<file path="src/rtl/bin2bcd_pkg.sv">
// Shared definitions for the sequential binary-to-BCD converter:
// state encoding, default blank digit code and the saturation limit helper.
package bin2bcd_pkg;

    localparam logic [1:0] ST_IDLE  = 2'd0;
    localparam logic [1:0] ST_SHIFT = 2'd1;
    localparam logic [1:0] ST_DONE  = 2'd2;

    typedef enum logic [1:0] {
        IDLE  = ST_IDLE,
        SHIFT = ST_SHIFT,
        DONE  = ST_DONE
    } state_t;

    // Code the seven-segment driver renders as an unlit digit.
    localparam logic [4:0] BLANK_CODE_DEFAULT = 5'h1F;

    // Largest value representable in n decimal digits, i.e. 10^n - 1.
    function automatic int unsigned sat_limit(input int unsigned n);
        int unsigned r;
        r = 1;
        for (int unsigned k = 0; k < n; k++) begin
            r = r * 10;
        end
        return r - 1;
    endfunction

endpackage

</file>
<file path="src/rtl/bcd_add3.sv">
// Double-dabble nibble corrector: adds 3 to any BCD nibble of 5 or more so
// that the following left shift carries correctly into the next decade.
module bcd_add3 (
    input  logic [3:0] nibble,
    output logic [3:0] corrected
);

    assign corrected = (nibble >= 4'd5) ? nibble + 4'd3 : nibble;

endmodule

</file>
<file path="src/rtl/bin2bcd_seq.sv">
// Sequential binary-to-BCD converter (shift-and-add-3), one iteration per
// clock, with a start/busy/done handshake. Inputs above 10^N_DIGITS-1 are
// saturated and flagged as overflow.
// Optional macro BIN2BCD_BLANK_LEADING_EN: replace leading zero digits
// (never digit0) with BLANK_CODE in the registered result.
module bin2bcd_seq
    import bin2bcd_pkg::*;
#(
    parameter int                 IN_W       = 14,
    parameter int                 N_DIGITS   = 4,
    parameter int                 DIGIT_W    = 5,
    parameter logic [DIGIT_W-1:0] BLANK_CODE = DIGIT_W'(BLANK_CODE_DEFAULT)
) (
    input  logic                          clk,
    input  logic                          reset,
    input  logic                          start,
    input  logic [IN_W-1:0]               bin,
    output logic                          busy,
    output logic                          done,
    output logic                          overflow,
    output logic [N_DIGITS*DIGIT_W-1:0]   digits
);

    localparam int BCD_W = 4 * N_DIGITS;
    localparam int CNT_W = $clog2(IN_W + 1);
    localparam logic [IN_W-1:0]  SAT_VAL   = IN_W'(sat_limit(N_DIGITS));
    localparam logic [CNT_W-1:0] LAST_ITER = CNT_W'(IN_W - 1);

`ifdef BIN2BCD_BLANK_LEADING_EN
    localparam bit BLANK_EN = 1'b1;
`else
    localparam bit BLANK_EN = 1'b0;
`endif

    state_t                      state;
    state_t                      state_next;
    logic [IN_W-1:0]             shift_bin;
    logic [IN_W-1:0]             bin_next;
    logic [BCD_W-1:0]            bcd;
    logic [BCD_W-1:0]            bcd_adj;
    logic [BCD_W-1:0]            bcd_next;
    logic [CNT_W-1:0]            cnt;
    logic                        ovf_pend;
    logic                        carry_lost;
    logic                        in_over;
    logic [N_DIGITS*DIGIT_W-1:0] digits_fmt;
    logic                        blank_run;
    logic [3:0]                  nibble;

    for (genvar g = 0; g < N_DIGITS; g++) begin : g_add3
        bcd_add3 u_add3 (
            .nibble   (bcd[4*g +: 4]),
            .corrected(bcd_adj[4*g +: 4])
        );
    end

    // A bit pushed out of the top nibble would mean the value did not fit;
    // saturation prevents it, but it is folded into overflow rather than lost.
    assign carry_lost = bcd_adj[BCD_W-1];
    assign bcd_next   = {bcd_adj[BCD_W-2:0], shift_bin[IN_W-1]};
    assign bin_next   = {shift_bin[IN_W-2:0], 1'b0};
    assign in_over    = (bin > SAT_VAL);

    assign busy = (state != IDLE);
    assign done = (state == DONE);

    // State register.
    always_ff @(posedge clk or posedge reset) begin
        if (reset) begin
            state <= IDLE;
        end else begin
            state <= state_next;
        end
    end

    // Next-state logic: start is honoured only in IDLE, DONE always lasts one cycle.
    always_comb begin
        state_next = state;
        case (state)
            IDLE:    if (start) state_next = SHIFT;
            SHIFT:   if (cnt == LAST_ITER) state_next = DONE;
            DONE:    state_next = IDLE;
            default: state_next = IDLE;
        endcase
    end

    // Format the final BCD into digit codes, optionally blanking leading zeros
    // from the most significant digit down to the first nonzero one.
    always_comb begin
        digits_fmt = '0;
        blank_run  = BLANK_EN;
        nibble     = 4'd0;
        for (int i = N_DIGITS - 1; i >= 0; i--) begin
            nibble = bcd_next[4*i +: 4];
            if (blank_run && (i != 0) && (nibble == 4'd0)) begin
                digits_fmt[i*DIGIT_W +: DIGIT_W] = BLANK_CODE;
            end else begin
                digits_fmt[i*DIGIT_W +: DIGIT_W] = DIGIT_W'(nibble);
                blank_run = 1'b0;
            end
        end
    end

    // Capture, shift iterations and result register; the outputs are only
    // reloaded on the last shift so they hold steady during a conversion.
    always_ff @(posedge clk or posedge reset) begin
        if (reset) begin
            shift_bin <= '0;
            bcd       <= '0;
            cnt       <= '0;
            ovf_pend  <= 1'b0;
            digits    <= '0;
            overflow  <= 1'b0;
        end else begin
            case (state)
                IDLE: begin
                    if (start) begin
                        shift_bin <= in_over ? SAT_VAL : bin;
                        ovf_pend  <= in_over;
                        bcd       <= '0;
                        cnt       <= '0;
                    end
                end
                SHIFT: begin
                    bcd       <= bcd_next;
                    shift_bin <= bin_next;
                    cnt       <= cnt + CNT_W'(1);
                    ovf_pend  <= ovf_pend | carry_lost;
                    if (cnt == LAST_ITER) begin
                        digits   <= digits_fmt;
                        overflow <= ovf_pend | carry_lost;
                    end
                end
                default: ;
            endcase
        end
    end

endmodule
</file>
<file path="config.mk">
export PLATFORM = sky130hd
export DESIGN_NAME = bin2bcd_seq
export DESIGN_NICKNAME = d
export VERILOG_FILES = /design/src/rtl/bin2bcd_pkg.sv /design/src/rtl/bcd_add3.sv /design/src/rtl/bin2bcd_seq.sv
export SDC_FILE = /design/constraint.sdc
export NUM_CORES = 1
export LEC_CHECK = 0
export CORE_ASPECT_RATIO = 0.9
export CORE_MARGIN = 8
export CORE_UTILIZATION = 25
export CTS_CLUSTER_DIAMETER = 30
export CTS_CLUSTER_SIZE = 16
export DETAILED_ROUTE_END_ITERATION = 10
export SLEW_MARGIN = 20
export SYNTH_ARGS = -nofsm -noshare
export SYNTH_HDL_FRONTEND = slang
export SYNTH_HIERARCHICAL = 1
export SYNTH_SLANG_ARGS = --single-unit
</file>
<file path="constraint.sdc">
create_clock -name clk -period 3.4 [get_ports clk]
set_input_delay 0.68 -clock clk [delete_from_list [all_inputs] [get_ports clk]]
set_output_delay 0.68 -clock clk [all_outputs]
set_load 0.05 [all_outputs]
</file>
==> results_tabular.tex <==
\begin{tabular}{lr}
\hline
Metric & Value \\
\hline
\multicolumn{2}{l}{\textbf{CTS}} \\
\quad Clock sink count & between 50 and 60 \\
\quad Buffers inserted by post-CTS timing repair & 0 \\
\quad Clk buf depth & 2 \\
\quad Clock latency of the later-clocked register in the worst-skew pair & roughly 0.29 ns \\
\quad Count of hold-fix buffers inserted at cts & 0 \\
\quad Clk pin slew, worst setup/hold paths & around 0.060 ns \\
\quad CTS tree & done \\
\quad Clock root cell & sky130\_fd\_sc\_hd\_\_clkbuf\_16 \\
\quad CTS HTree Levels & 2 \\
\quad TritonCTS buffer count & 5 \\
\quad Cts repair resizes & 0 \\
\multicolumn{2}{l}{\textbf{Route}} \\
\quad Via-per-instance ratio & 4.57 \\
\quad Remaining antenna violation count & 0 \\
\quad DRC violations left & 0 \\
\quad Routed wirelength normalized by instance count & 14.4 um \\
\quad Routed vias & roughly 1900 \\
\quad Count of TritonRoute iterations in the first routing pass & 4 \\
\quad Total wire length & between 5000 and 6000 um \\
\quad Violation count after the first detailed-routing iteration & 113 \\
\multicolumn{2}{l}{\textbf{Floorplanning}} \\
\quad Die Footprint & about 0.015 mm2 \\
\quad Initial Utilization & between 20\% and 30\% \\
\quad Floorplan die height & 116 um \\
\quad Top-level port count & 40 \\
\quad Die Width & between 100 and 150 um \\
\quad Std-Cell Core Area & around 0.011 mm2 \\
\quad Number of standard-cell rows in the floorplan & 36 \\
\multicolumn{2}{l}{\textbf{Global route}} \\
\quad Number of global-route vias before repair & between 1500 and 2000 \\
\quad Global-route wire length before repair & about 10000 um \\
\quad Largest net degree at the start of global routing & 55 \\
\quad Initial antenna violation count & 0 \\
\quad Total global-route track usage & under 10\% \\
\quad Overflow left after global routing & 0 \\
\multicolumn{2}{l}{\textbf{Timing}} \\
\quad Largest clock skew in the final design & roughly 0.0052 ns \\
\quad Max\_slew headroom & 53.5\% \\
\quad Accumulated negative setup slack & 0 ns \\
\quad Max-slew violation total from the final report & 0 \\
\quad RSZ-0062 raised after global routing & no \\
\quad Shortest period the worst path allows & $\sim$2.6 ns \\
\quad Final Cycle Share & roughly three quarters \\
\quad Achievable clock frequency & $\sim$0.38 GHz \\
\quad Final setup violation count & 0 \\
\quad Number of hold violations in the final report & 0 \\
\quad Transition at the pin with the smallest max-transition slack & 0.698 ns \\
\multicolumn{2}{l}{\textbf{Synthesis}} \\
\quad Async SR Flop Fraction & 100\% \\
\quad Instance count of the mapped netlist & 244 \\
\quad Cell types with the largest area share after synthesis & sky130\_fd\_sc\_hd\_\_dfrtp\_1 49\%, sky130\_fd\_sc\_hd\_\_a22o\_1 6.4\%, sky130\_fd\_sc\_hd\_\_ha\_1 4.5\% \\
\quad Top-area cell type share of the netlist area & between 40 and 50\% \\
\quad Cell type contributing the most total cell area after synthesis & sky130\_fd\_sc\_hd\_\_dfrtp\_1 \\
\quad Ranking of synthesized cells by instance count & 54 x sky130\_fd\_sc\_hd\_\_dfrtp\_1, 20 x sky130\_fd\_sc\_hd\_\_a22o\_1, 18 x sky130\_fd\_sc\_hd\_\_nand2\_1 \\
\quad Per-instance average area after synthesis & about 11 um2 \\
\quad Syn Std Cell Area & roughly 0.0028 mm2 \\
\quad Synthesis-stage register bit count & 54 \\
\quad Count of different cell masters after synthesis & 43 \\
\quad Most used standard cell by instance count after synthesis & sky130\_fd\_sc\_hd\_\_dfrtp\_1 \\
\quad Count of warnings emitted by yosys & 6 \\
\quad Fraction of the yosys area taken by sequential cells & between 40\% and 50\% \\
\quad Dominant synthesized flop cell & sky130\_fd\_sc\_hd\_\_dfrtp\_1 \\
\quad Number of flops mapped to enable cells by yosys & 0 \\
\multicolumn{2}{l}{\textbf{Worst setup path}} \\
\quad CP Capture Type & primary output \\
\quad Maximum fanout along the worst path & 17 \\
\quad CP startpoint & state[0] \\
\quad Flop-to-flop setup slack & approximately 1.7 ns \\
\quad Arrival time of the worst setup path & about 1.9 ns \\
\quad Kind of start point of the critical path & flop \\
\quad Largest stage delay on the critical path & about 0.8 ns \\
\quad Cell Chain, Critical Path & or2\_2 -> clkdlybuf4s50\_1 \\
\quad Slowest cell on the critical path & sky130\_fd\_sc\_hd\_\_clkdlybuf4s50\_1 \\
\quad Critical register-to-register path startpoint & state[0] \\
\quad Classification of the worst setup path & flop to primary output \\
\quad Worst endpoint required time & $\sim$2.7 ns \\
\multicolumn{2}{l}{\textbf{Status}} \\
\quad Run status & completed \\
\multicolumn{2}{l}{\textbf{Cells and area}} \\
\quad Non-Filler Instances & $\sim$400 \\
\quad Multi-input logic area & about 0.0013 mm2 \\
\quad Antenna diode count & 0 \\
\quad Flip-flop and latch area & between 0.001 and 0.0015 mm2 \\
\quad Fraction of final layout cells sized beyond drive strength 1 & between 10\% and 20\% \\
\quad Area Overhead vs Synth & 20.8\% \\
\quad NumNets Final & a little over 300 \\
\quad Fillers & approximately 1100 \\
\multicolumn{2}{l}{\textbf{Pwr}} \\
\quad Power density over the cells & around 1000 mW/mm2 \\
\quad Reported leakage power & about 1.5 nW \\
\quad Peak supply drop & 0.000403 V \\
\multicolumn{2}{l}{\textbf{Worst hold path}} \\
\quad Origin of the worst min-delay path & cnt[3] \\
\quad Type of the most critical hold path & flop to flop \\
\multicolumn{2}{l}{\textbf{Placement}} \\
\quad DP HPWL & 4040 um \\
\quad Final estimated routing congestion in global placement & between 0.7 and 0.8 \\
\quad Number of input and output port buffers inserted & 35 \\
\quad Number of placed instances, taps included & between 400 and 500 \\
\multicolumn{2}{l}{\textbf{Job}} \\
\quad Reported max-cap violation count & 0 \\
\hline
\end{tabular}
==> per-stage QoR <==
step           power (mW)  utilization, %  setup slack [ns]  instance area [um2]  hold WS, ns
3_3_place_gp         2.94            29.6              1.12                 3190        0.462
3_5_place_dp         2.98            29.6              1.06                 3190        0.465
2_1_floorplan        2.52               -              1.29                 2760        0.437
6_report             3.44            30.9             0.795                 3320        0.473
4_1_cts              3.48            30.9             0.792                 3320        0.473
5_1_grt              3.72            30.9             0.713                 3320        0.490
==> area by class of cell <==
| class | instances | area share (%) |
|---|---|---|
| clock buffer | 7 | 3.99 |
| inverter | 10 | 1.13 |
| multi-input combinational | 167 | 38.0 |
| sequential | 54 | 40.7 |
| tap | 133 | 5.01 |
| timing repair buffer | 38 | 11.2 |
==> final timing paths <==
check | to | depth (start not counted)
setup / recovery | busy | 2
hold / removal | cnt[3] | 1
setup reg to reg | digits[12] | 3
hold reg to reg | cnt[3] | 1
max in group asynchronous | digits[1] | 3
min in group asynchronous | digits[6] | 3
==> worst max-delay path, delay by kind of cell (launching register included) <==
| family | cells | cell delay [ns] |
|---|---|---|
| buf+inv | 1 | 0.80 |
| flops | 1 | 0.64 |
| simple gates | 1 | 0.20 |
==> cell usage in the layout (no fill, tap or decap), drive strengths merged <==
cell type and instances:
nor2b 4, inv 10, a22oi 2, conb 4, o21a 1, nand2b 11, a221o 2, buf 3
a21o 4, o21ba 1, nand3 1, xnor2 4, nand3b 1, o22ai 6, clkdlybuf4s50 35, o22a 1
a2bb2oi 1, a22o 20, a311o 1, ha 10, and3 1, or2 1, nand4 2, a21oi 15
dfrtp 54, mux2i 7, o21ai 14, o21bai 1, nand2 18, nor3b 4, mux2 16, nor2 9
or3b 3, and2 1, nor4 1, clkbuf 7
==> logic make-up (layout without fill, tap and decap cells) <==
group | Yosys count | in the layout | share of synthesized area, %
flip-flops | 54 | 54 | 49.1
multiplexers | 23 | 23 | 10.2
AO/OA/AOI/OAI | 69 | 69 | 18.0
adder cells (fa/ha/maj) | 10 | 10 | 4.55
XOR/XNOR | 4 | 4 | 1.27
buffers and inverters | 26 | 55 | 5.41
AND/OR/NAND/NOR | 57 | 57 | 11.3
other | 1 | 4 | 0.136
==> sequential cells by signal (all words and copies together), names as in the netlist <==
signal     cells
digits        16
ovf_pend       1
state          2
shift_bin     14
cnt            4
bcd           16
overflow       1
==> metal layers <==
metal	vias to the layer above	wire [um]	track usage, %	part of all wire [%]
met1	909	2890	10.8	49
met4	0	41	2.40	0.70
li1	926	-	-	-
met3	5	293	2.76	5.0
met2	31	2660	13.4	45
met5	-	0	0	0
==> power by group <==
group	total (mW)	internal (mW)	switching (mW)
clock network	0.486	0.270	0.216
registers	1.19	0.942	0.248
logic	1.77	0.783	0.984
total	3.44	2.00	1.45
Power figures use the tool's default switching activity.
